$ cat config.mk
export PLATFORM = sky130hd
export DESIGN_NAME = mem_port_arbiter
export DESIGN_NICKNAME = d
export VERILOG_FILES = /design/src/rtl/mem_port_arbiter.sv
export SDC_FILE = /design/constraint.sdc
export NUM_CORES = 1
export LEC_CHECK = 0
export BUFFER_PORTS_ARGS = -buffer_cell sky130_fd_sc_hd__buf_2
export CAP_MARGIN = 20
export CORE_MARGIN = 10
export CORE_UTILIZATION = 35
export DETAILED_ROUTE_END_ITERATION = 8
export PLACE_DENSITY = 0.64
export RECOVER_POWER = 25
export SYNTH_ARGS = -nofsm -noshare
export SYNTH_HDL_FRONTEND = slang
export SYNTH_SLANG_ARGS = --single-unit
$ cat constraint.sdc
create_clock -name clk -period 4.9 [get_ports clk]
set_input_delay 1.225 -clock clk [delete_from_list [all_inputs] [get_ports clk]]
set_output_delay 1.225 -clock clk [all_outputs]
set_load 0.02 [all_outputs]
$ cat src/rtl/mem_port_arbiter.sv
// mem_port_arbiter: shares one single-ported memory between fetch and data.
// Data side has priority, bounded by an anti-starvation counter.
module mem_port_arbiter #(
  parameter int STARVE_MAX = 4,
  parameter int TIMEOUT    = 64
) (
  input  logic        clk,
  input  logic        clr,
  input  logic        i_req,
  input  logic [31:0] i_addr,
  output logic [31:0] i_rdata,
  output logic        i_ack,
  output logic        i_err,
  input  logic        d_req,
  input  logic        d_we,
  input  logic [2:0]  d_op,
  input  logic [31:0] d_addr,
  input  logic [31:0] d_wdata,
  output logic [31:0] d_rdata,
  output logic        d_ack,
  output logic        d_err,
  output logic        mem_req,
  output logic        mem_we,
  output logic [2:0]  mem_op,
  output logic [31:0] mem_addr,
  output logic [31:0] mem_wdata,
  input  logic [31:0] mem_rdata,
  input  logic        mem_ready
);

  localparam int SW = $clog2(STARVE_MAX + 1);
  localparam int TW = $clog2(TIMEOUT);
  localparam logic [SW-1:0] SMAX  = SW'(STARVE_MAX);
  localparam logic [TW-1:0] TLAST = TW'(TIMEOUT - 1);
  localparam logic [2:0]    OP_WORD = 3'b010;

  typedef enum logic [1:0] {
    IDLE,
    IBUSY,
    DBUSY,
    DONE
  } state_t;

  state_t        state_q;
  logic [SW-1:0] starve_q, starve_d;
  logic [TW-1:0] to_q, to_d;
  logic          d_win;

  logic        mem_req_q, mem_we_q;
  logic [2:0]  mem_op_q;
  logic [31:0] mem_addr_q, mem_wdata_q;
  logic        i_ack_q, i_err_q, d_ack_q, d_err_q;
  logic [31:0] i_rdata_q, d_rdata_q;

  // Arbitration decision and next values of the two counters
  always_comb begin
    d_win    = d_req & ((starve_q < SMAX) | ~i_req);
    starve_d = '0;
    if (d_win & i_req)
      starve_d = (starve_q == SMAX) ? SMAX : starve_q + SW'(1);
    to_d = to_q + TW'(1);
  end

  // Grant, memory handshake sequencing and one-cycle completion pulse
  always_ff @(posedge clk or posedge clr) begin
    if (clr) begin
      state_q     <= IDLE;
      starve_q    <= '0;
      to_q        <= '0;
      mem_req_q   <= 1'b0;
      mem_we_q    <= 1'b0;
      mem_op_q    <= '0;
      mem_addr_q  <= '0;
      mem_wdata_q <= '0;
      i_ack_q     <= 1'b0;
      i_err_q     <= 1'b0;
      i_rdata_q   <= '0;
      d_ack_q     <= 1'b0;
      d_err_q     <= 1'b0;
      d_rdata_q   <= '0;
    end else begin
      unique case (state_q)
        IDLE: begin
          if (d_win) begin
            state_q     <= DBUSY;
            starve_q    <= starve_d;
            to_q        <= '0;
            mem_req_q   <= 1'b1;
            mem_we_q    <= d_we;
            mem_op_q    <= d_op;
            mem_addr_q  <= d_addr;
            mem_wdata_q <= d_wdata;
          end else if (i_req) begin
            state_q     <= IBUSY;
            starve_q    <= '0;
            to_q        <= '0;
            mem_req_q   <= 1'b1;
            mem_we_q    <= 1'b0;
            mem_op_q    <= OP_WORD;
            mem_addr_q  <= i_addr;
            mem_wdata_q <= '0;
          end
        end
        IBUSY, DBUSY: begin
          if (mem_ready || to_q == TLAST) begin
            state_q   <= DONE;
            mem_req_q <= 1'b0;
            mem_we_q  <= 1'b0;
            if (state_q == DBUSY) begin
              d_ack_q   <= 1'b1;
              d_err_q   <= ~mem_ready;
              d_rdata_q <= (mem_ready & ~mem_we_q) ? mem_rdata : '0;
            end else begin
              i_ack_q   <= 1'b1;
              i_err_q   <= ~mem_ready;
              i_rdata_q <= mem_ready ? mem_rdata : '0;
            end
          end else begin
            to_q <= to_d;
          end
        end
        DONE: begin
          state_q   <= IDLE;
          i_ack_q   <= 1'b0;
          i_err_q   <= 1'b0;
          i_rdata_q <= '0;
          d_ack_q   <= 1'b0;
          d_err_q   <= 1'b0;
          d_rdata_q <= '0;
        end
        default: state_q <= IDLE;
      endcase
    end
  end

  assign mem_req   = mem_req_q;
  assign mem_we    = mem_we_q;
  assign mem_op    = mem_op_q;
  assign mem_addr  = mem_addr_q;
  assign mem_wdata = mem_wdata_q;
  assign i_ack     = i_ack_q;
  assign i_err     = i_err_q;
  assign i_rdata   = i_rdata_q;
  assign d_ack     = d_ack_q;
  assign d_err     = d_err_q;
  assign d_rdata   = d_rdata_q;

endmodule
Word level (Yosys, flattened, before mapping)

Cells that the tools add are included.

Div/mod/pow operators: 0
Magnitude comparators: 1
Add/sub/neg operators: 2
Bitwise gates (word level): 7
Equal/unequal tests: 10
Reductions and logical operators: 12
Multipliers: 0
Mux-type cells: 45
Shift operators: 0

Operator list:

| kind                  | count |
|---|---|
| $mux W32              | 10 |
| $pmux W32 S2          | 2 |
| $mux W3               | 6 |
| $mux W6               | 3 |
| $mux W1               | 13 |
| $pmux W1 S2           | 6 |
| $pmux W6 S2           | 1 |
| $reduce_and A3 Y1     | 4 |
| $ne A2 B2 Y1 const B  | 4 |
| $add A6 B1 Y6 const B | 1 |
| $eq A6 B6 Y1 const B  | 1 |
| $mux W2               | 3 |
| $pmux W2 S3           | 1 |
| $reduce_bool A2 Y1    | 3 |
| $eq A2 B2 Y1 const B  | 2 |
| $reduce_and A2 Y1     | 2 |
| $add A3 B1 Y3 const B | 1 |
| $and A1 B1 Y1         | 3 |
| $eq A3 B3 Y1 const B  | 1 |
| $lt A3 B3 Y1 const B  | 1 |
| $ne A3 B3 Y1 const B  | 1 |
| $not A1 Y1            | 3 |
| $eq A2 B1 Y1 const B  | 1 |
| $logic_not A2 Y1      | 1 |
| other kinds (3)       | 3 |

Bits in latches: 0
Input port bits: 137
Logic and storage cells: 91
Bits in writable memories: 0
Memory bits (read-only): 0
Memories kept: 0
Output and inout port bits: 137
Register bits: 148

Longest topological paths before layout

Gate-level depths: netlist of the first run.

Depth after elaboration: 6
Depth in mapped cells: 9
Mapped depth without buffers: 6

Least setup slack after synthesis of the first run

Ideal clock, no wire load.

Path type: input to register
Start point: input port i_req
End point: register mem_addr_q[0], in the netlist mem_addr[0]
Setup time: 0.127 ns
Stages: 6
Arrival time: 2.198 ns
Buffers on the path: 3
Path slack: 2.575 ns
Required time: 4.773 ns
Cell sequence: or3b_1 > buf_2 > nand2_1 > buf_6 > clkbuf_2 > o21ai_0

Cells in the longest elaborated chain, start to end: 5
Elaborated cells between the ends (all ways): 6
Classes of those cells: 1 x mux; 3 x bitwise; 2 x reduce/logical

Ends and longest elaborated chain:

| item                         | line | RTL |
|---|---|---|
| start, declared              | 9    | `input logic i_req,` |
| $not A1 Y1                   | 57   | `d_win = d_req & ((starve_q < SMAX) \| ~i_req);` |
| $or A1 B1 Y1                 | 57   |  |
| $and A1 B1 Y1                | 57   |  |
| $reduce_bool A2 Y1 (no line) | -    |  |
| $reduce_and A2 Y1 (no line)  | -    |  |
| end signal, assigned         | 91   | `mem_addr_q <= d_addr;` |
| end signal, assigned         | 100  | `mem_addr_q <= i_addr;` |
| end, declared                | 51   | `logic [31:0] mem_addr_q, mem_wdata_q;` |

Parallel ways exist; a longest one is shown, timed or not.
A chain may end at the register's enable or synchronous reset.

==> Implementation_results.wiki, run 1 <==
{| class="wikitable"
! Metric !! Value
|-
| Status || complete, but fails checks
|-
| Violations in the final reports || max-capacitance violations, max-slew violations
|-
| Starting Density || 0.355
|-
| Relative slew margins || -0.352
|-
| Total global-route track usage || 0.159
|-
| Data arrival, critical path || 2.96 ns
|-
| Most instantiated flip-flop cell in the synthesis netlist || dfrtp_1
|-
| Overflow left after global routing || 0
|-
| Setup TNS || 0 ns
|-
| Largest net degree at the start of global routing || 149
|-
| Area occupied by multi-input gates || 2450 um^2
|-
| Global placement routability congestion || 0.782
|-
| Area share of the largest cell type after synthesis || 0.560
|-
| Final Setup Violations || 0
|-
| Final wirelength || 19.8 mm
|-
| Worst hold-check path type || register to register
|-
| Synthesized area || 6610 um^2
|-
| CTS Root Buffer Type || clkbuf_16
|-
| Share of layout cells above drive strength 1 || 0.394
|-
| Average instance area after synthesis || 10.9 um^2
|-
| Via density || 4.80
|-
| Total DRC errors in the routed layout || 0
|-
| Hold Buf Count CTS || 0
|-
| Synthesized net count || 752
|-
| Resize count post-CTS || 0
|-
| Biggest area contributors in the synthesized netlist || dfrtp_1 (56%), mux2i_1 (7.3%), o21ai_0 (5.4%)
|-
| Cell-by-cell trace of the critical path || clkbuf_1, clkinvlp_4, clkbuf_4
|-
| Core utilization of the finished layout || 0.470
|-
| Net count of the finished layout || 1013
|-
| Critical path launch point type || input pin
|-
| Static leakage || 4.67 nW
|-
| Ys async rst share || 1.00
|-
| Number of global-route vias before repair || 5715
|-
| Placeable core region || 18600 um^2
|-
| Tcrit/Tclk final || 0.578
|-
| Cell family with the largest share of critical-path delay || buffers and inverters
|-
| Crit path buffers/inverters || 3
|-
| First-pass GRT wire length || 31.5 mm
|-
| VDD IR-drop max || 0.000341 V
|-
| Worst Hold Margin || 0.475 ns
|-
| Die Height || 157 um
|-
| Starting DRT DRC Count || 261
|-
| Maximum frequency from static timing analysis || 353 MHz
|-
| Final Critical Period || 2.83 ns
|-
| Yosys warning count || 0
|-
| MaxCap Viol Count || 1
|-
| Category of the most critical setup path || input pin to async pin
|-
| Hold Fails Final Rpt || 0
|-
| H-tree lvl count || 4
|-
| Biggest fanout along the worst timing path || 148
|-
| Row count || 50
|-
| Clock tree from TritonCTS || done
|-
| Clock insertion delay at the later pin of the skew report || 0.42 ns
|-
| Worst setup EP type || async pin
|-
| Distinct cell type count after synthesis || 43
|-
| Fill cell instance count of the final layout || 1771
|-
| FF+latch count, synth || 148
|-
| Area taken by flip-flops and latches || 3700 um^2
|-
| Area of the die || 24800 um^2
|-
| DRT Pass-1 Iters || 4
|-
| Port buffer count || 273
|-
| Initial antenna violation count || 0
|-
| CP max-delay cell || clkbuf_4
|-
| Library cell with the largest summed area after synthesis || dfrtp_1
|-
| Transition time at the pin with the least slew margin || 2.03 ns
|-
| Largest stage delay on the critical path || 1.42 ns
|-
| Number of setup buffers added after CTS || 0
|-
| Average wire per cell in the routed design || 17.7 um
|-
| Count of flip-flops with a built-in enable after synthesis || 0
|-
| Detail Route Antenna Nets || 0
|-
| Clock sink total || 148
|-
| Vias after detailed routing || 5353
|-
| Power density cells || 707 nW/um^2
|-
| Number of primary I/O pins || 274
|-
| Number of buffers between clock root and the deepest sink || 2
|-
| Max Clock Skew || 0.0146 ns
|-
| Fin. max-slew vios || 149
|-
| Die Wd || 157 um
|-
| Area added between synthesis and finish || 32.4%
|-
| Data required time at the worst endpoint || 5.02 ns
|-
| RSZ-0062 raised after global routing || no
|-
| Number of instances in the synthesized netlist || 607
|-
| Sequential share of the synthesized area || 0.560
|-
| Clock transition at path regs || 0.07 ns
|-
| Number of buffers inserted during clock tree synthesis || 17
|-
| Final HPWL DP || 14.5 mm
|}
[worst paths after layout]
check                             start            to  slack (ns)  cells after the start
setup / recovery                    clr         i_err        2.07                      3
hold / removal             mem_addr[23]  mem_addr[23]        0.48                      2
setup reg to reg             state_q[0]  mem_addr[26]        2.40                      6
hold reg to reg            mem_addr[23]  mem_addr[23]        0.48                      2
max in group clk                  i_req  mem_addr[26]        2.26                      5
min in group asynchronous           clr   d_rdata[14]        1.54                      3
[metal layers]
layer  track usage  vias up  part of all wire
li1              -     2621                 -
met1         0.197     2492              0.43
met2         0.248      231              0.46
met3        0.0693        9             0.096
met4        0.0405        0            0.0081
met5             0        -                 0
[worst min-delay path: cells and delay by family, from the launching register on]
family	cells	cell delay [ns]
AO/OA/AOI/OAI	1	0.06
flip-flops	1	0.34
AND/OR/NAND/NOR	1	0.04
[per-stage QoR]
step           setup slack, ns  power [mW]  instance area (um^2)  cells
2_1_floorplan             1.81        4.03                  6620    607
3_3_place_gp              1.75        4.86                  8130   1081
3_5_place_dp              1.80        4.93                  8150   1082
5_1_grt                   1.70        6.64                  8760   1115
4_1_cts                   2.26        6.28                  8750   1114
6_report                  2.07        6.19                  8760   1116
[power breakdown]
part	total (mW)	switching, mW	internal (mW)	leakage (nW)
Combinational	2.85	1.81	1.04	2.47
Sequential	2.02	0.289	1.73	1.91
Clock	1.32	0.621	0.695	0.296
Total	6.19	2.72	3.47	4.67
[registers in the layout (all words and copies together), names as in the netlist]
signal / flops
to_q: 6
d_rdata: 32
i_err: 1
mem_addr: 32
mem_we: 1
starve_q: 3
d_err: 1
i_ack: 1
i_rdata: 32
mem_req: 1
state_q: 2
d_ack: 1
mem_op: 3
mem_wdata: 32
[cell usage after synthesis (2+ instances only)]
cell type and n:
buf_4 5, dfrtp_1 148, mux2i_1 48, ha_1 8
nand3_1 3, clkbuf_1 16, nor2_1 27, inv_1 57
buf_6 5, buf_2 9, clkbuf_2 5, nor2b_1 2
nor3_1 5, mux2_2 5, buf_12 2, a22o_1 34
nand2_1 78, mux2_4 16, nand4_1 33, o211ai_1 2
o21ai_0 71, a21oi_1 7
[cell type report]
| type | count | share of cell area |
|---|---|---|
| clock buffers | 17 | 0.0486 |
| well taps | 234 | 0.0334 |
| clock inverters | 15 | 0.0207 |
| flip-flops and latches | 148 | 0.423 |
| inverters | 57 | 0.0249 |
| diodes | 1 | 0.000286 |
| multi-input cells | 360 | 0.280 |
| repair buffers | 284 | 0.169 |
[kinds of logic after synthesis]
kind of cell	Yosys count	share of synthesized area
flip-flops	148	0.560
AO/OA/AOI/OAI	129	0.128
AND/OR/NAND/NOR	154	0.107
adder cells (fa/ha/maj)	8	0.0151
buffers and inverters	99	0.0723
multiplexers	69	0.117
[placed cells by master, fill, tap and decap left out, types with 2 or more instances in the layout]
cell and instances:
a21oi_1 6, a22o_1 34, buf_12 2, buf_2 272
buf_4 7, clkbuf_16 17, clkinv_4 3, clkinv_8 4
dfrtp_1 148, ha_1 8, inv_1 56, inv_6 2
inv_8 5, mux2_2 5, mux2_4 16, mux2i_1 48
nand2_1 77, nand3_1 3, nand4_1 33, nor2_1 25
nor2_2 2, nor2b_1 2, nor3_1 5, o211ai_1 2
o21ai_0 71
Power figures use the tool's default switching activity.
==> run 2: changes to the inputs <==
Settings changed: PLACE_DENSITY 0.64 to 0.61.
Clock period 4.9 ns to 2.9 ns, I/O delays scaled along.
==> run 2 against run 1 <==
Effect of this change:
- the run now ends clean
- critical path depth grew 3
- combinational power grew 72%
- first-iteration DRC count grew 38%
- sequential power grew 68%
- clock-buffer cell count grew 1
- flip-flop and latch count is the same
==> Implementation_results.wiki, run 2 (synthesis results as in run 1) <==
{| class="wikitable"
! Metric !! Value
|-
| Status || finished, final reports clean
|-
| Internal || 6.11 mW (+76%)
|-
| Average wire per cell in the routed design || 17.6 um (-0.78%)
|-
| Largest stage delay on the critical path || 0.51 ns (-0.91 ns)
|-
| Number of global-route vias before repair || 5533 (-3.2%)
|-
| DR WL met2 || 9.09 mm (-0.26%)
|-
| Placed cell count || 1088 (+0.55%)
|-
| Global placement routability congestion || 0.801 (+2.5%)
|-
| Initial antenna violation count || 1 (+1)
|-
| Final Critical Period || 2.27 ns
|-
| Area of the die || 24800 um^2 (unchanged)
|-
| Crit path buffers/inverters || 2 (-1)
|-
| Cell-by-cell trace of the critical path || inv_1, ha_1, or3b_1, nand2_2, buf_12, o21ai_0
|-
| Post-route setup slack || 0.635 ns (-1.43 ns)
|-
| Final Setup Violations || 0 (unchanged)
|-
| Die Wd || 157 um (unchanged)
|-
| Clock tree from TritonCTS || done
|-
| Area added between synthesis and finish || 33.2%
|-
| CP max-delay cell || or3b_1
|-
| Via density || 4.83 (+0.61%)
|-
| Biggest fanout along the worst timing path || 92 (-38%)
|-
| Share of layout cells above drive strength 1 || 0.397 (+0.00342)
|-
| Power density cells || 1200 nW/um^2 (+70%)
|-
| Data required time at the worst endpoint || 3.18 ns (-1.84 ns)
|-
| Row count || 50 (unchanged)
|-
| Maximum frequency from static timing analysis || 441 MHz
|-
| Die Height || 157 um (unchanged)
|-
| DRT Pass-1 Iters || 4 (unchanged)
|-
| Worst setup EP type || register
|-
| Hold Fails Final Rpt || 0 (unchanged)
|-
| Starting DRT DRC Count || 360 (+38%)
|-
| Fin. max-slew vios || 0 (-100%)
|-
| Number of buffers between clock root and the deepest sink || 2 (unchanged)
|-
| Data arrival, critical path || 2.54 ns (-0.42 ns)
|-
| Pwr Total || 10.6 mW (+71%)
|-
| N_diodes || 0 (-1)
|-
| Part of the power in the clock network || 0.215 (+0.002)
|-
| Relative slew margins || 0.390 (+0.742)
|-
| Overflow left after global routing || 0 (unchanged)
|-
| Resize count post-CTS || 0 (unchanged)
|-
| Placeable core region || 18600 um^2 (unchanged)
|-
| WL met1 || 8.41 mm (-2.0%)
|-
| Max Clock Skew || 0.00853 ns (-0.00607 ns)
|-
| Post-layout instance count excluding filler cells || 1120 (+0.36%)
|-
| Final wirelength || 19.7 mm (-0.42%)
|-
| Static leakage || 4.70 nW (+0.59%)
|-
| Clock sink total || 148 (unchanged)
|-
| VDD IR-drop max || 0.000464 V (+36%)
|-
| Clock transition at path regs || 0.06 ns (about the same)
|-
| RSZ-0062 raised after global routing || no
|-
| Comb pwr share || 0.464 (+0.003)
|-
| Largest net degree at the start of global routing || 149 (unchanged)
|-
| H-tree lvl count || 4 (unchanged)
|-
| Vias after detailed routing || 5405 (+0.97%)
|-
| Detail Route Antenna Nets || 0 (unchanged)
|-
| Total global-route track usage || 0.154 (-0.00473)
|-
| Power dissipated by switching net loads || 4.46 mW (+64%)
|-
| Cell family with the largest share of critical-path delay || simple AND/OR/NAND/NOR gates
|-
| Critical path launch point type || register
|-
| Net count of the finished layout || 1018 (+0.49%)
|-
| Worst Hold Margin || 0.464 ns (-0.0113 ns)
|-
| Tcrit/Tclk final || 0.781
|-
| Fill cell instance count of the final layout || 1772 (+0.056%)
|-
| Highest Signal Layer || met5
|-
| Sw Ratio || 0.422 (-0.0171)
|-
| Sequential share of power || 0.322 (-0.004)
|-
| Total DRC errors in the routed layout || 0 (unchanged)
|-
| Starting Density || 0.355 (unchanged)
|-
| Worst hold-check path type || input pin to async pin
|-
| Clock insertion delay at the later pin of the skew report || 0.42 ns (about the same)
|-
| CTS Root Buffer Type || clkbuf_16
|-
| Number of primary I/O pins || 274 (unchanged)
|-
| Highest-count cells in the layout ignoring fill and taps || buf_2 (273), dfrtp_1 (148), nand2_1 (77), o21ai_0 (71), inv_1 (56)
|-
| Routed met3 length || 1.94 mm (+2.1%)
|-
| Number of buffers inserted during clock tree synthesis || 17 (unchanged)
|-
| MaxCap Viol Count || 0 (-1)
|-
| Hold Buf Count CTS || 0 (unchanged)
|-
| First-pass GRT wire length || 30.3 mm (-3.7%)
|-
| Setup Slack @ Placement || 0.571 ns (-1.23 ns)
|-
| Most common cell after layout, fill and taps aside || buf_2
|-
| Area taken by flip-flops and latches || 3700 um^2 (unchanged)
|-
| Area occupied by multi-input gates || 2450 um^2 (unchanged)
|-
| Final HPWL DP || 14.5 mm (about the same)
|-
| Number of setup buffers added after CTS || 0 (unchanged)
|-
| Port buffer count || 273 (unchanged)
|-
| Setup TNS || 0 ns (unchanged)
|-
| Category of the most critical setup path || register to register
|-
| Transition time at the pin with the least slew margin || 0.915 ns (-1.11 ns)
|}
-- run 2: stage by stage --
stage	cell area, um^2	utilization
after floorplan	6620	-
after global placement	8210	0.440
after detailed placement	8210	0.440
after CTS	8810	0.473
after global routing	8810	0.473
final	8810	0.473
-- run 2: layout make-up --
type                       count  share of cell area
clock buffer                  18              0.0487
clock inverter                14              0.0202
inverter                      57              0.0244
multi-input combinational    360               0.279
sequential                   148               0.420
tap                          234              0.0332
timing repair buffer         289               0.174
-- run 2: path summary, 6_finish.rpt --
check	startpoint	slack, ns	endpoint	depth (start not counted)
max	state_q[0]	0.63	mem_addr[12]	6
min	clr	0.46	d_rdata[12]	3
max reg2reg	state_q[0]	0.63	mem_addr[12]	6
min reg2reg	mem_addr[15]	0.47	mem_addr[15]	2
max in group asynchronous	clr	1.67	to_q[5]	3
min in group clk	mem_addr[15]	0.47	mem_addr[15]	2
-- run 2: worst reg2reg max path, cell delays in order (launching register included) --
cell,delay [ns]
dfrtp_1,0.40
inv_1,0.13
ha_1,0.32
or3b_1,0.51
nand2_2,0.23
buf_12,0.33
o21ai_0,0.22
-- run 2: power groups by stage --
stage	Clock [mW]	Combinational [mW]	Sequential [mW]
5_1_grt	2.42	5.37	3.51
3_5_place_dp	0	5.00	3.41
4_1_cts	2.33	4.99	3.40
2_1_floorplan	0	2.47	4.34
6_report	2.27	4.90	3.40
3_3_place_gp	0	4.91	3.41
-- run 2: layer usage --
layer / global-route usage / up-vias
met1: 0.191 / 2546
met5: 0 / -
met2: 0.236 / 217
met4: 0.0436 / 2
met3: 0.0712 / 15
li1: - / 2625
==> run 3: changes to the inputs <==
Settings changed: ABC_AREA set to 1.
Clock period 2.9 ns to 2.4 ns, I/O delays scaled along.
==> run 3 against run 2 <==
Effect of this change:
- register-to-register slack got worse by 0.08 ns
- critical endpoint is now mem_we
- largest power group unchanged
- highest routed layer is now met4
- synthesized area is 0.83% higher
- combinational power grew 17%
- fmax grew 23%
- critical path depth up 1
- first-iteration DRC count fell by 14%
- synthesized cell count increased by 28%
==> Implementation_results.wiki, run 3 <==
{| class="wikitable"
! Metric !! Value
|-
| Overflow left after global routing || 0 (unchanged)
|-
| Hold Fails Final Rpt || 0 (unchanged)
|-
| Finished layout cell area || 8750 um^2 (-0.68%)
|-
| Most used routing layer in global routing || met2
|-
| Global placement routability congestion || 0.775 (-3.3%)
|-
| Core utilization of the finished layout || 0.468 (-0.00479)
|-
| Number of setup buffers added after CTS || 0 (unchanged)
|-
| Global-route track usage on met1 || 0.197 (+0.00510)
|-
| Yosys warning count || 0 (unchanged)
|-
| First-pass GRT wire length || 32.3 mm (+6.5%)
|-
| Average instance area after synthesis || 8.61 um^2 (-21%)
|-
| Die Wd || 158 um (+0.36%)
|-
| Power density cells || 1400 nW/um^2 (+17%)
|-
| Port buffer count || 273 (unchanged)
|-
| Worst Hold Margin || 0.412 ns (-0.0516 ns)
|-
| Largest stage delay on the critical path || 0.46 ns (-0.05 ns)
|-
| Average wire per cell in the routed design || 16.1 um (-8.3%)
|-
| Number of global-route vias before repair || 6155 (+11%)
|-
| DRT Pass-1 Iters || 5 (+1)
|-
| Number of instances in the synthesized netlist || 775 (+28%)
|-
| Clock sink total || 148 (unchanged)
|-
| Most instantiated flip-flop cell in the synthesis netlist || dfrtp_1
|-
| Static leakage || 4.91 nW (+4.5%)
|-
| Row count || 50 (unchanged)
|-
| RSZ-0062 raised after global routing || no
|-
| Endpoint of the most critical register-to-register path || mem_we
|-
| VDD IR-drop max || 0.000514 V (+11%)
|-
| Placeable core region || 18700 um^2 (+0.34%)
|-
| Area share of the largest cell type after synthesis || 0.555 (-0.00462)
|-
| Maximum frequency from static timing analysis || 543 MHz (+23%)
|-
| Vias after detailed routing || 6054 (+12%)
|-
| Total global-route track usage || 0.161 (+0.00718)
|-
| Final HPWL DP || 14.5 mm (+0.30%)
|-
| Worst hold start || d_wdata[12]
|-
| Clock transition at path regs || 0.06 ns (about the same)
|-
| Number of buffers inserted during clock tree synthesis || 17 (unchanged)
|-
| Number of stages on the worst hold path || 2
|-
| Cell-by-cell trace of the critical path || inv_1, ha_1, nand2_4, buf_4, nand2_1, nand2_1, nand2_1
|-
| Tcrit/Tclk final || 0.768 (-0.0133)
|-
| Depth of the most critical reg-to-reg path || 7 (+1)
|-
| Worst setup EP type || register
|-
| Setup Slack @ Placement || 0.515 ns (-0.0568 ns)
|-
| Clock tree from TritonCTS || done
|-
| Top cell by count, worst path || nand2_1
|-
| Data arrival, critical path || 2.14 ns (-0.40 ns)
|-
| Relative slew margins || 0.104 (-0.286)
|-
| N_diodes || 0 (unchanged)
|-
| Final Critical Period || 1.84 ns (-0.422 ns)
|-
| Area added between synthesis and finish || 31.2%
|-
| Endpoint of the worst hold-timing path || mem_wdata[12]
|-
| CTS Root Buffer Type || clkbuf_16
|-
| Placed cell areas || 8230 um^2 (+0.26%)
|-
| Highest-count cells in the layout ignoring fill and taps || buf_2 (273), nand2_1 (246), dfrtp_1 (148), nand3_1 (77), nor2_1 (70)
|-
| Via density || 4.74 (-1.7%)
|-
| Setup TNS || 0 ns (unchanged)
|-
| Net count of the finished layout || 1174 (+15%)
|-
| Sequential share of the synthesized area || 0.555 (-0.00462)
|-
| Count of flip-flops with a built-in enable after synthesis || 0 (unchanged)
|-
| Slack of the worst reg-to-reg path || 0.56 ns (-0.08 ns)
|-
| Largest net degree at the start of global routing || 95 (-36%)
|-
| Initial antenna violation count || 0 (-1)
|-
| Biggest area contributors in the synthesized netlist || dfrtp_1 (56%), nand2_1 (14%), nand3_1 (5.8%)
|-
| Library cell with the largest summed area after synthesis || dfrtp_1
|-
| Final wirelength || 20.6 mm (+4.4%)
|-
| Area of the die || 25000 um^2 (+0.73%)
|-
| Fin. max-slew vios || 0 (unchanged)
|-
| Synthesized area || 6670 um^2 (+0.83%)
|-
| Worst hold-check path type || input pin to register
|-
| GR Util met3 || 0.0570 (-0.0142)
|-
| Share of layout cells above drive strength 1 || 0.320 (-0.0777)
|-
| Number of primary I/O pins || 274 (unchanged)
|-
| Post-route setup slack || 0.557 ns (-0.0776 ns)
|-
| Synthesized net count || 920 (+22%)
|-
| Most common cell after layout, fill and taps aside || buf_2
|-
| Ys async rst share || 1.00 (unchanged)
|-
| Data required time at the worst endpoint || 2.70 ns (-0.48 ns)
|-
| Cell family with the largest share of critical-path delay || adder cells
|-
| Critical path launch point type || register
|-
| Starting Density || 0.357 (+0.00176)
|-
| Resize count post-CTS || 0 (unchanged)
|-
| Final Setup Violations || 0 (unchanged)
|-
| Cell with the most instances after synthesis || nand2_1
|-
| Hold Buf Count CTS || 0 (unchanged)
|-
| Clock insertion delay at the later pin of the skew report || 0.41 ns (about the same)
|-
| H-tree lvl count || 4 (unchanged)
|-
| CP max-delay cell || ha_1
|-
| Biggest fanout along the worst timing path || 36 (-61%)
|-
| Startpoint of the worst-slack reg-to-reg timing path || state_q[0]
|-
| Most common library cells after synthesis || nand2_1 (247), dfrtp_1 (148), nand3_1 (77)
|-
| Detail Route Antenna Nets || 0 (unchanged)
|-
| Global-route met2 utilization || 0.260 (+0.0243)
|-
| Category of the most critical setup path || register to register
|-
| Total DRC errors in the routed layout || 0 (unchanged)
|-
| Status || finished, final reports clean
|-
| Distinct cell type count after synthesis || 25 (-42%)
|-
| MaxCap Viol Count || 0 (unchanged)
|-
| Die Height || 158 um (+0.36%)
|-
| Transition time at the pin with the least slew margin || 1.34 ns (+0.429 ns)
|-
| Number of buffers between clock root and the deepest sink || 2 (unchanged)
|-
| Starting DRT DRC Count || 309 (-14%)
|-
| Crit path buffers/inverters || 2 (unchanged)
|-
| Max Clock Skew || 0.00817 ns (-0.000356 ns)
|-
| FF+latch count, synth || 148 (unchanged)
|}
## run 3: how the worst max path moves through the flow
stage | startpoint | end | slack (ns) | cells past startpoint
final | state_q[0] | mem_we | 0.56 | 7
after global routing | state_q[0] | to_q[2] | 0.39 | 7
after CTS | state_q[0] | mem_we | 0.53 | 7
after detailed placement | i_req | to_q[5] | 0.51 | 10
after global placement | i_req | starve_q[0] | 0.53 | 9
after floorplan | clr | d_ack | -0.06 | 1
## run 3: final cells by class
type / instances / area [um^2]
repair buffers: 288 / 1510
inverters: 50 / 189
well taps: 234 / 293
clock inverters: 12 / 106
clock buffers: 20 / 447
flip-flops and latches: 148 / 3700
fillers: 1891 / 9960
multi-input cells: 524 / 2500
## run 3: cells by family after synthesis
logic type / after synthesis / synth area share
fa+ha+maj: 8 / 0.0150
flops: 148 / 0.555
buf+inv: 103 / 0.0730
simple gates: 437 / 0.271
compound gates: 79 / 0.0854
## run 3: metrics by stage
step	std cells	total power, mW
2_1_floorplan	775	7.95
3_3_place_gp	1244	9.81
3_5_place_dp	1244	9.89
4_1_cts	1276	12.5
5_1_grt	1276	13.2
6_report	1276	12.3
## run 3: power breakdown
group / switching, mW / total (mW) / internal (mW)
logic: 3.88 / 5.71 / 1.83
registers: 0.554 / 4.03 / 3.48
clock network: 1.07 / 2.53 / 1.45
## run 3: routing by layer
layer / part of all wire / vias up
li1: - / 3030
met1: 0.42 / 2810
met2: 0.48 / 195
met3: 0.082 / 19
met4: 0.014 / 0
met5: 0 / -
